$ cat src/rtl/bsg_fifo_reorder_multi.sv
// -----------------------------------------------------------------------------
// bsg_fifo_reorder_multi
//
// Reorder FIFO. Entry ids are handed out in order through the alloc port.
// Data for any allocated id may be written later, in any order, through
// write_ports_p independent random-access write ports. The dequeue side
// presents the oldest allocated entry as soon as its data has arrived, so
// results always retire in allocation order.
//
// Optional feature (compile-time macro BSG_FIFO_REORDER_MULTI_BYPASS_EN):
//   defined   - a legal write to the oldest entry is forwarded to the deq
//               port in the same cycle (zero write-to-deq latency).
//   undefined - the written entry becomes visible at deq the cycle after
//               the write.
//
// Ports
//   clk_i          sole clock, rising edge
//   reset_n_i      asynchronous active-low reset
//   alloc_v_o      an entry id can be allocated (FIFO not full)
//   alloc_id_o     id handed out on alloc_yumi_i
//   alloc_yumi_i   consume the offered id
//   write_v_i      per-port write strobe
//   write_id_i     per-port target id, port p at [p*lg_els_lp +: lg_els_lp]
//   write_data_i   per-port data, port p at [p*width_p +: width_p]
//   deq_v_o        oldest allocated entry holds data
//   deq_data_o     data of the oldest entry
//   deq_id_o       id of the oldest entry (read pointer)
//   deq_yumi_i     retire the oldest entry
//   count_o        allocated-but-not-dequeued entries
//   empty_o        count_o == 0
//   full_o         count_o == els_p
//   error_o        sticky protocol error, cleared only by reset
// -----------------------------------------------------------------------------
module bsg_fifo_reorder_multi #(
  parameter  int width_p       = 32,
  parameter  int els_p         = 8,
  parameter  int write_ports_p = 2,
  localparam int lg_els_lp     = (els_p > 1) ? $clog2(els_p) : 1,
  localparam int lg_cnt_lp     = ((els_p + 1) > 1) ? $clog2(els_p + 1) : 1
) (
  input  logic                               clk_i,
  input  logic                               reset_n_i,

  output logic                               alloc_v_o,
  output logic [lg_els_lp-1:0]               alloc_id_o,
  input  logic                               alloc_yumi_i,

  input  logic [write_ports_p-1:0]           write_v_i,
  input  logic [write_ports_p*lg_els_lp-1:0] write_id_i,
  input  logic [write_ports_p*width_p-1:0]   write_data_i,

  output logic                               deq_v_o,
  output logic [width_p-1:0]                 deq_data_o,
  output logic [lg_els_lp-1:0]               deq_id_o,
  input  logic                               deq_yumi_i,

  output logic [lg_cnt_lp-1:0]               count_o,
  output logic                               empty_o,
  output logic                               full_o,
  output logic                               error_o
);

  localparam logic [lg_els_lp-1:0] last_id_lp = lg_els_lp'(els_p - 1);
  localparam logic [lg_cnt_lp-1:0] els_cnt_lp = lg_cnt_lp'(els_p);

  logic [lg_els_lp-1:0] rptr_r, wptr_r;
  logic [lg_cnt_lp-1:0] count_r;
  logic [els_p-1:0]     valid_r, valid_next;
  logic                 error_r;
  logic [width_p-1:0]   mem_r [els_p];

  logic [lg_els_lp-1:0] wid   [write_ports_p];
  logic [width_p-1:0]   wdata [write_ports_p];
  logic [write_ports_p-1:0] in_win, dup, accept;

  logic alloc_fire, deq_fire;
  logic byp_hit;
  logic [width_p-1:0] byp_data;
  logic err_set;

  function automatic logic [lg_els_lp-1:0] ptr_inc(input logic [lg_els_lp-1:0] p);
    return (p == last_id_lp) ? '0 : p + lg_els_lp'(1);
  endfunction

  assign empty_o    = (count_r == '0);
  assign full_o     = (count_r == els_cnt_lp);
  assign alloc_v_o  = ~full_o;
  assign alloc_id_o = wptr_r;
  assign deq_id_o   = rptr_r;
  assign count_o    = count_r;
  assign error_o    = error_r;

  // Write-port qualification. The window check uses the pre-edge pointers,
  // so an id being allocated this cycle is not yet writable.
  always_comb begin
    for (int p = 0; p < write_ports_p; p++) begin
      wid[p]    = write_id_i[p*lg_els_lp +: lg_els_lp];
      wdata[p]  = write_data_i[p*width_p +: width_p];
      in_win[p] = 1'b0;
      dup[p]    = 1'b0;
      accept[p] = 1'b0;
    end
    for (int p = 0; p < write_ports_p; p++) begin
      // offset of the target from rptr, modulo els_p; inside the window if
      // it is smaller than the number of allocated entries
      if (int'(wid[p]) >= els_p)
        in_win[p] = 1'b0;
      else if (wid[p] >= rptr_r)
        in_win[p] = int'(wid[p] - rptr_r) < int'(count_r);
      else
        in_win[p] = (int'(wid[p]) + els_p - int'(rptr_r)) < int'(count_r);

      // a lower-numbered strobed port to the same id wins the conflict
      for (int q = 0; q < p; q++)
        if (write_v_i[q] && (wid[q] == wid[p])) dup[p] = 1'b1;

      if (write_v_i[p] && in_win[p] && !dup[p])
        accept[p] = ~valid_r[wid[p]];
    end
  end

`ifdef BSG_FIFO_REORDER_MULTI_BYPASS_EN
  // Accepted writes always target distinct ids, so at most one port hits.
  always_comb begin
    byp_hit  = 1'b0;
    byp_data = '0;
    if (!empty_o && !valid_r[rptr_r]) begin
      for (int p = 0; p < write_ports_p; p++) begin
        if (accept[p] && (wid[p] == rptr_r)) begin
          byp_hit  = 1'b1;
          byp_data = wdata[p];
        end
      end
    end
  end
`else
  assign byp_hit  = 1'b0;
  assign byp_data = '0;
`endif

  assign deq_v_o    = (valid_r[rptr_r] | byp_hit) & ~empty_o;
  assign deq_data_o = byp_hit ? byp_data : mem_r[rptr_r];

  // A full FIFO stays unallocatable even if it is dequeued this cycle.
  assign alloc_fire = alloc_yumi_i & alloc_v_o;
  assign deq_fire   = deq_yumi_i & deq_v_o;

  // Every strobed-but-rejected port is an error; in a same-id conflict the
  // losing port is the one rejected, so the conflict is flagged too.
  assign err_set = (alloc_yumi_i & ~alloc_v_o)
                 | (deq_yumi_i & ~deq_v_o)
                 | (|(write_v_i & ~accept));

  // An accepted write to rptr while rptr is dequeued can only be a bypass
  // (a valid rptr rejects writes), and that entry retires without ever
  // becoming valid.
  always_comb begin
    valid_next = valid_r;
    if (deq_fire) valid_next[rptr_r] = 1'b0;
    for (int p = 0; p < write_ports_p; p++)
      if (accept[p] && !(deq_fire && (wid[p] == rptr_r)))
        valid_next[wid[p]] = 1'b1;
  end

  always_ff @(posedge clk_i or negedge reset_n_i) begin
    if (!reset_n_i) begin
      rptr_r  <= '0;
      wptr_r  <= '0;
      count_r <= '0;
      valid_r <= '0;
      error_r <= 1'b0;
    end else begin
      if (alloc_fire) wptr_r <= ptr_inc(wptr_r);
      if (deq_fire)   rptr_r <= ptr_inc(rptr_r);
      case ({alloc_fire, deq_fire})
        2'b10:   count_r <= count_r + lg_cnt_lp'(1);
        2'b01:   count_r <= count_r - lg_cnt_lp'(1);
        default: count_r <= count_r;
      endcase
      valid_r <= valid_next;
      if (err_set) error_r <= 1'b1;
    end
  end

  // Storage is not reset; the valid bits define which entries are live.
  always_ff @(posedge clk_i) begin
    for (int p = 0; p < write_ports_p; p++)
      if (accept[p]) mem_r[wid[p]] <= wdata[p];
  end

endmodule

$ cat config.mk
export PLATFORM = sky130hd
export DESIGN_NAME = bsg_fifo_reorder_multi
export DESIGN_NICKNAME = d
export VERILOG_FILES = /design/src/rtl/bsg_fifo_reorder_multi.sv
export SDC_FILE = /design/constraint.sdc
export NUM_CORES = 1
export LEC_CHECK = 0
export ABC_AREA = 0
export CORE_UTILIZATION = 58
export DETAILED_ROUTE_END_ITERATION = 10
export GPL_TIMING_DRIVEN = 0
export MAX_ROUTING_LAYER = met4
export PLACE_DENSITY = 0.83
export SYNTH_ARGS = -nofsm -noshare
export SYNTH_HDL_FRONTEND = slang
export SYNTH_SLANG_ARGS = --single-unit
$ cat constraint.sdc
create_clock -name clk_i -period 7 [get_ports clk_i]
set_input_delay 2.1 -clock clk_i [delete_from_list [all_inputs] [get_ports clk_i]]
set_output_delay 2.1 -clock clk_i [all_outputs]
set_load 0.1 [all_outputs]
==> flow_metrics.py, run 1 <==
metrics = {
    "finish": {
        "diodes": 0,
        "multi_input_area_um2": 5824,
        "fillCellCount": 1614,
        "fin_nets": 1218,
        "drive_gt1_share_pct": 30.42,
        "area_delta_synth_final_pct": 19.24,
        "seq_area_um2": 8163,
    },
    "worst_setup_path": {
        "worstPathArrival_ns": 4.69,
        "end_kind": "primary output",
        "slowest_delay_ns": 1.17,
        "worst-path-max-fanout": 11,
        "worstPathCellList": "buf_2 > clkinv_1 > nor3_2 > clkbuf_1 > a22oi_1 > nand4_1 > clkdlybuf4s50_1",
        "slowest_stage": "clkdlybuf4s50_1",
        "crit_type": "flip-flop to primary output",
        "r2r_slack_ns": 2.11,
        "crit_required_ns": 4.90,
        "cp-start-kind": "flip-flop",
    },
    "sta": {
        "rsz0062_at_grt": "false",
        "fmaxAchievable_mhz": 147.3,
        "hold_viol": 0,
        "drv_slew": 0,
        "min_period_ns": 6.788,
        "relSlewSlack_pct": 28.87,
        "setup_slack_ns": 0.2120,
        "fin_skew_ns": 0.02080,
        "fin_setup_tns_ns": 0,
        "worstMarginPinSlew_ns": 1.067,
        "setup_viol": 0,
        "period_share_pct": 96.97,
    },
    "detailed_routing": {
        "antenna_left": 0,
        "drt_pass1_iterations": 5,
        "wl_per_cell_um": 28.00,
        "vias_per_cell": 6.817,
        "finalWirelength_mm": 40.83,
        "drt_iter0_drc": 1159,
        "drcViolationCount": 0,
        "vias": 9939,
    },
    "clocking": {
        "cts.reportedPaths.clkPinSlew_ns": 0.06,
        "clock_path_buffers": 3,
        "post_cts_resized": 0,
        "cts.sinks": 275,
        "worstSkewPairLatency_ns": 0.55,
        "cts_tree": "yes",
        "post_cts_buffers": 0,
        "htreeDepth": 1,
        "cts-root-buf": "clkbuf_16",
        "ctsHoldBuffers": 0,
        "cts_made_buffers": 28,
    },
    "die": {
        "die-area_um2": 25290,
        "dieWidth_um": 159.0,
        "core-area_um2": 24250,
        "rows": 57,
        "die_h_um": 159.0,
        "initial_utilization_pct": 58.98,
        "ios": 123,
    },
    "power_and_ir_drop": {
        "p_sw_uw": 3699,
        "p_comb_share_pct": 53.0,
        "peakVddDrop_v": 0.0003208,
        "pwr-share-seq_pct": 28.3,
        "leakage_uw": 0.006006,
        "powerDensity_nw_per_um2": 441.5,
        "p_clk_share_pct": 18.8,
        "sw_frac_of_total_pct": 49.14,
        "internal_power_uw": 3830,
    },
    "yosys": {
        "yosysSeqAreaShare_pct": 57.08,
        "synth_top_area_cell": "edfxtp_1",
        "syn_nets": 1060,
        "synthArstFlopShare_pct": 6.909,
        "yosysUniqueCellTypes": 58,
        "synth_area_leaders": "edfxtp_1, mux2_2, a22oi_1, mux2_4, dfrtp_1",
        "ys_ff_latch": 275,
        "syn-cell-area_um2": 14300,
        "syn_area_per_cell_um2": 14.96,
        "synth_edf_count": 256,
        "synth_top_area_share_pct": 53.75,
        "ys_warn_count": 0,
        "postSynthCellCount": 956,
        "synthFlopType": "edfxtp_1",
    },
    "hold_path": {
        "hold_path_class": "flip-flop to flip-flop",
    },
    "global_route": {
        "grt_first_pass_wirelength_mm": 60.21,
        "groute.usage.overall_pct": 32.93,
        "grt_max_degree": 23,
        "first_global_vias": 9886,
        "antenna_found_initial": 0,
        "grt_overflow_total": 0,
    },
    "placement": {
        "post-dp-hpwl_mm": 25.45,
        "numPortBuffers": 120,
        "gp_congestion": 0.8845,
        "dp_slack_ns": 0.6296,
    },
    "flow_run": {
        "cap_violations": 0,
    },
    "status": {
        "status": "complete, no violations",
    },
}
-- Yosys cell counts (3+ instances only) --
cell type	instances
clkbuf_1	26
a21oi_1	4
mux2_1	12
mux2_4	56
dfrtp_1	19
nand2b_1	4
nor2_1	9
nor3_1	8
xnor2_1	6
ha_1	23
mux2i_1	8
nand3_4	6
nand3_1	6
a21o_1	5
nand2_1	12
o221ai_1	8
mux2_2	189
nor4_1	4
buf_6	7
a22oi_1	129
and3_1	3
and2_1	3
o31ai_1	4
fa_1	5
inv_1	27
edfxtp_1	256
buf_2	23
o21ai_0	20
nand4_1	35
-- sequential cells by signal (all words and copies together), names as in the netlist --
signal	cells
mem_r	256
valid_r	8
count_o	4
alloc_id_o	3
deq_id_o	3
error_o	1
-- cell type report --
class                           instances  share of cell area [%]
Timing Repair Buffer                  128                   8.159
Multi-Input combinational cell        592                   34.16
Sequential cell                       275                   47.87
Clock buffer                           33                   4.344
Inverter                               28                  0.6163
Buffer                                 61                   1.878
Tap cell                              324                   2.377
Clock inverter                         17                  0.6017
-- worst max-delay path, delay by kind of cell (launching register included) --
kind            cells  cell delay (ns)
buf+inv             4             2.70
simple gates        2             0.88
flops               1             0.40
compound gates      1             0.16
-- cells by family after synthesis --
kind of cell             count (synthesis)  synth area share [%]
buffers and inverters                   89                 2.975
flip-flops                             275                 57.08
multiplexers                           266                 22.42
AND/OR/NAND/NOR                        102                 4.759
XOR/XNOR                                 7                0.4287
AO/OA/AOI/OAI                          189                 9.624
adder cells (fa/ha/maj)                 28                 2.712
-- routing by layer --
layer	vias up	part of all wire (%)	track usage, %
met5	-	0	-
met4	0	4.2	12.98
met3	113	11	6.069
met2	649	47	51.81
met1	4996	38	42.51
li1	4181	-	-
-- cell usage in the layout, fill, tap and decap left out, types with 5 or more instances in the layout --
master,count
dfrtp_1,19
clkdlybuf4s50_1,120
nor3_1,5
mux2_4,56
nand2_1,12
xnor2_1,6
nand4_1,35
mux2_1,12
inv_1,27
edfxtp_1,256
a21o_1,5
buf_2,23
nand3_1,6
o21ai_4,8
ha_1,23
clkbuf_1,30
nand3_4,6
fa_1,5
o21ai_0,12
nor2_1,9
clkbuf_16,29
o221ai_1,8
buf_6,7
mux2_2,189
clkinv_1,13
mux2i_1,8
a22oi_1,129
-- stage by stage --
step                instance area (µm²)  cells  utilization [%]  power, µW  hold slack [ns]
floorplan                         14310    956                -       4923           0.5116
global placement                  15910   1400            65.63       5996           0.4889
detailed placement                16190   1408            66.79       6076           0.5190
CTS                               17040   1458            70.26       7477           0.5248
global route                      17050   1458            70.33       7739           0.5782
finish                            17050   1458            70.33       7529           0.5230
-- power by group through the flow --
stage	sequential [µW]	clock [µW]	combinational, µW
floorplan	2340	0	2590
global placement	2180	0	3820
detailed placement	2150	0	3920
CTS	2120	1410	3940
global route	2140	1470	4130
finish	2130	1420	3990
-- final timing paths --
kind                                           start  depth (start not counted)                         to
min                        alloc_id_o[1]$_DFFE_PN0P_                          2  alloc_id_o[1]$_DFFE_PN0P_
max                          deq_id_o[1]$_DFFE_PN0P_                          7              deq_data_o[1]
min in group asynchronous                  reset_n_i                          1       valid_r[0]$_DFF_PN0_
min reg2reg                alloc_id_o[1]$_DFFE_PN0P_                          2  alloc_id_o[1]$_DFFE_PN0P_
max in group asynchronous                  reset_n_i                          1       valid_r[1]$_DFF_PN0_
max reg2reg                  deq_id_o[1]$_DFFE_PN0P_                         13      mem_r[6][2]$_DFFE_PP_
(Power assumes the default switching activity.)
==> inputs of run 2 (changes only) <==
Settings changed: ABC_CLOCK_PERIOD_IN_PS set to 7000, GPL_TIMING_DRIVEN 0 to unset.
==> flow_metrics.py, run 2 (synthesis results as in run 1) <==
metrics = {
    "sta": {
        "hold_viol": 0,
        "setup_viol": 0,
        "timing.hold.ws_ns": 0.5133,
        "relSlewSlack_pct": 19.65,
        "fin_skew_ns": 0.02054,
        "fmaxAchievable_mhz": 160.3,
        "drv_slew": 0,
        "min_period_ns": 6.237,
        "worstMarginPinSlew_ns": 1.201,
        "period_share_pct": 89.10,
        "rsz0062_at_grt": "false",
    },
    "finish": {
        "area_delta_synth_final_pct": 18.92,
        "diodes": 0,
        "layout_commonest_cell": "edfxtp_1",
        "fillCellCount": 1590,
        "largest_register_ffs": 256,
        "fin_nets": 1191,
        "drive_gt1_share_pct": 34.72,
        "final_area_um2": 17010,
        "mostFrequentLayoutCells": "edfxtp_1, mux2_2, a22oi_1",
    },
    "worst_setup_path": {
        "end_kind": "primary output",
        "cp-start-kind": "flip-flop",
        "crit_type": "flip-flop to primary output",
        "worst-path-max-fanout": 33,
        "r2r_slack_ns": 2.15,
        "worstPathArrival_ns": 4.14,
        "crit_required_ns": 4.90,
    },
    "clocking": {
        "post_cts_buffers": 0,
        "cts.sinks": 275,
        "cts_tree": "yes",
        "htreeDepth": 1,
        "worstSkewPairLatency_ns": 0.56,
        "cts.reportedPaths.clkPinSlew_ns": 0.06,
        "cts-root-buf": "clkbuf_16",
        "clock_path_buffers": 3,
        "post_cts_resized": 0,
        "cts_made_buffers": 30,
        "ctsHoldBuffers": 0,
    },
    "global_route": {
        "antenna_found_initial": 0,
        "grt_overflow_total": 0,
        "grt_max_degree": 34,
        "grt_first_pass_wirelength_mm": 57.19,
        "first_global_vias": 9656,
        "groute.usage.overall_pct": 30.24,
    },
    "power_and_ir_drop": {
        "p_clk_share_pct": 21.3,
        "peakVddDrop_v": 0.0004491,
        "sw_frac_of_total_pct": 47.89,
        "powerDensity_nw_per_um2": 442.5,
        "p_comb_share_pct": 50.1,
        "leakage_uw": 0.006100,
        "pwr-share-seq_pct": 28.6,
        "internal_power_uw": 3922,
        "p_sw_uw": 3604,
        "finalPower_uw": 7526,
    },
    "detailed_routing": {
        "vias_per_cell": 6.608,
        "drt_iter0_drc": 1036,
        "vias": 9469,
        "drt_pass1_iterations": 8,
        "wl_per_cell_um": 25.89,
        "drcViolationCount": 0,
        "finalWirelength_mm": 37.11,
        "antenna_left": 0,
    },
    "placement": {
        "post-dp-hpwl_mm": 22.38,
        "numPortBuffers": 122,
        "gp_congestion": 0.8770,
        "place_area_um2": 16010,
    },
    "die": {
        "rows": 57,
        "dieWidth_um": 159.0,
        "initial_utilization_pct": 58.98,
        "die-area_um2": 25290,
        "core-area_um2": 24250,
        "ios": 123,
        "die_h_um": 159.0,
    },
    "status": {
        "status": "complete, no violations",
    },
    "hold_path": {
        "hold_path_class": "flip-flop to flip-flop",
    },
    "flow_run": {
        "cap_violations": 0,
    },
}
## run 2: cell count changes in the layout (fill, tap and decap cells not counted), sizes merged
cell	previous run	this run
clkinv	17	16
buf	41	67
bufinv	1	4
clkbuf	61	32
inv	27	29
clkdlybuf4s50	120	93
clkinvlp	0	1
## run 2: path summary, 6_finish.rpt
kind                                                 from                        end  cells after the start
worst max register to register    deq_id_o[1]$_DFFE_PN0P_     mem_r[2][31]$_DFFE_PP_                     13
min in group asynchronous                       reset_n_i        error_o$_DFFE_PN0P_                      1
max in group asynchronous                       reset_n_i     count_o[1]$_DFFE_PN0P_                      1
worst max-delay path              deq_id_o[1]$_DFFE_PN0P_              deq_data_o[8]                      6
worst min register to register  alloc_id_o[1]$_DFFE_PN0P_  alloc_id_o[1]$_DFFE_PN0P_                      2
worst min-delay path            alloc_id_o[1]$_DFFE_PN0P_  alloc_id_o[1]$_DFFE_PN0P_                      2
## run 2: stage by stage
stage	utilization [%]	TNS [ns]	std cells	setup WS, ns
floorplan	-	-1.786	956	-0.01170
global placement	66.04	0	1379	0.7010
detailed placement	66.04	0	1379	0.5748
CTS	70.14	0	1433	0.7576
global route	70.14	0	1433	0.6122
finish	70.14	0	1433	0.7629
## run 2: final cells by class
class	instances	area, µm²	share of cell area, %
sequential	275	8163	48.00
multi-input combinational	592	5844	34.36
timing repair buffer	160	1496	8.799
clock buffer	32	779.5	4.583
tap	324	405.4	2.384
clock inverter	22	214.0	1.258
inverter	28	105.1	0.6180
## run 2: worst max-delay path, cell delays in order (launching register included)
cell,delay (ns)
dfrtp_1,0.69
clkinv_1,0.57
nor3_2,0.27
buf_4,0.49
a22oi_1,0.17
nand4_1,0.20
clkdlybuf4s50_1,1.18
## run 2: power groups by stage
stage | sequential (µW) | combinational (µW) | clock, µW
after floorplan | 2340 | 2590 | 0
after global placement | 2180 | 3690 | 0
after detailed placement | 2180 | 3740 | 0
after CTS | 2150 | 3760 | 1610
after global routing | 2170 | 3920 | 1670
final | 2150 | 3770 | 1610
## run 2: per-layer routing
layer	track usage, %	share of wire, %
met1	38.96	40
met2	49.40	50
met3	4.923	8.0
met4	9.222	2.4
met5	-	0
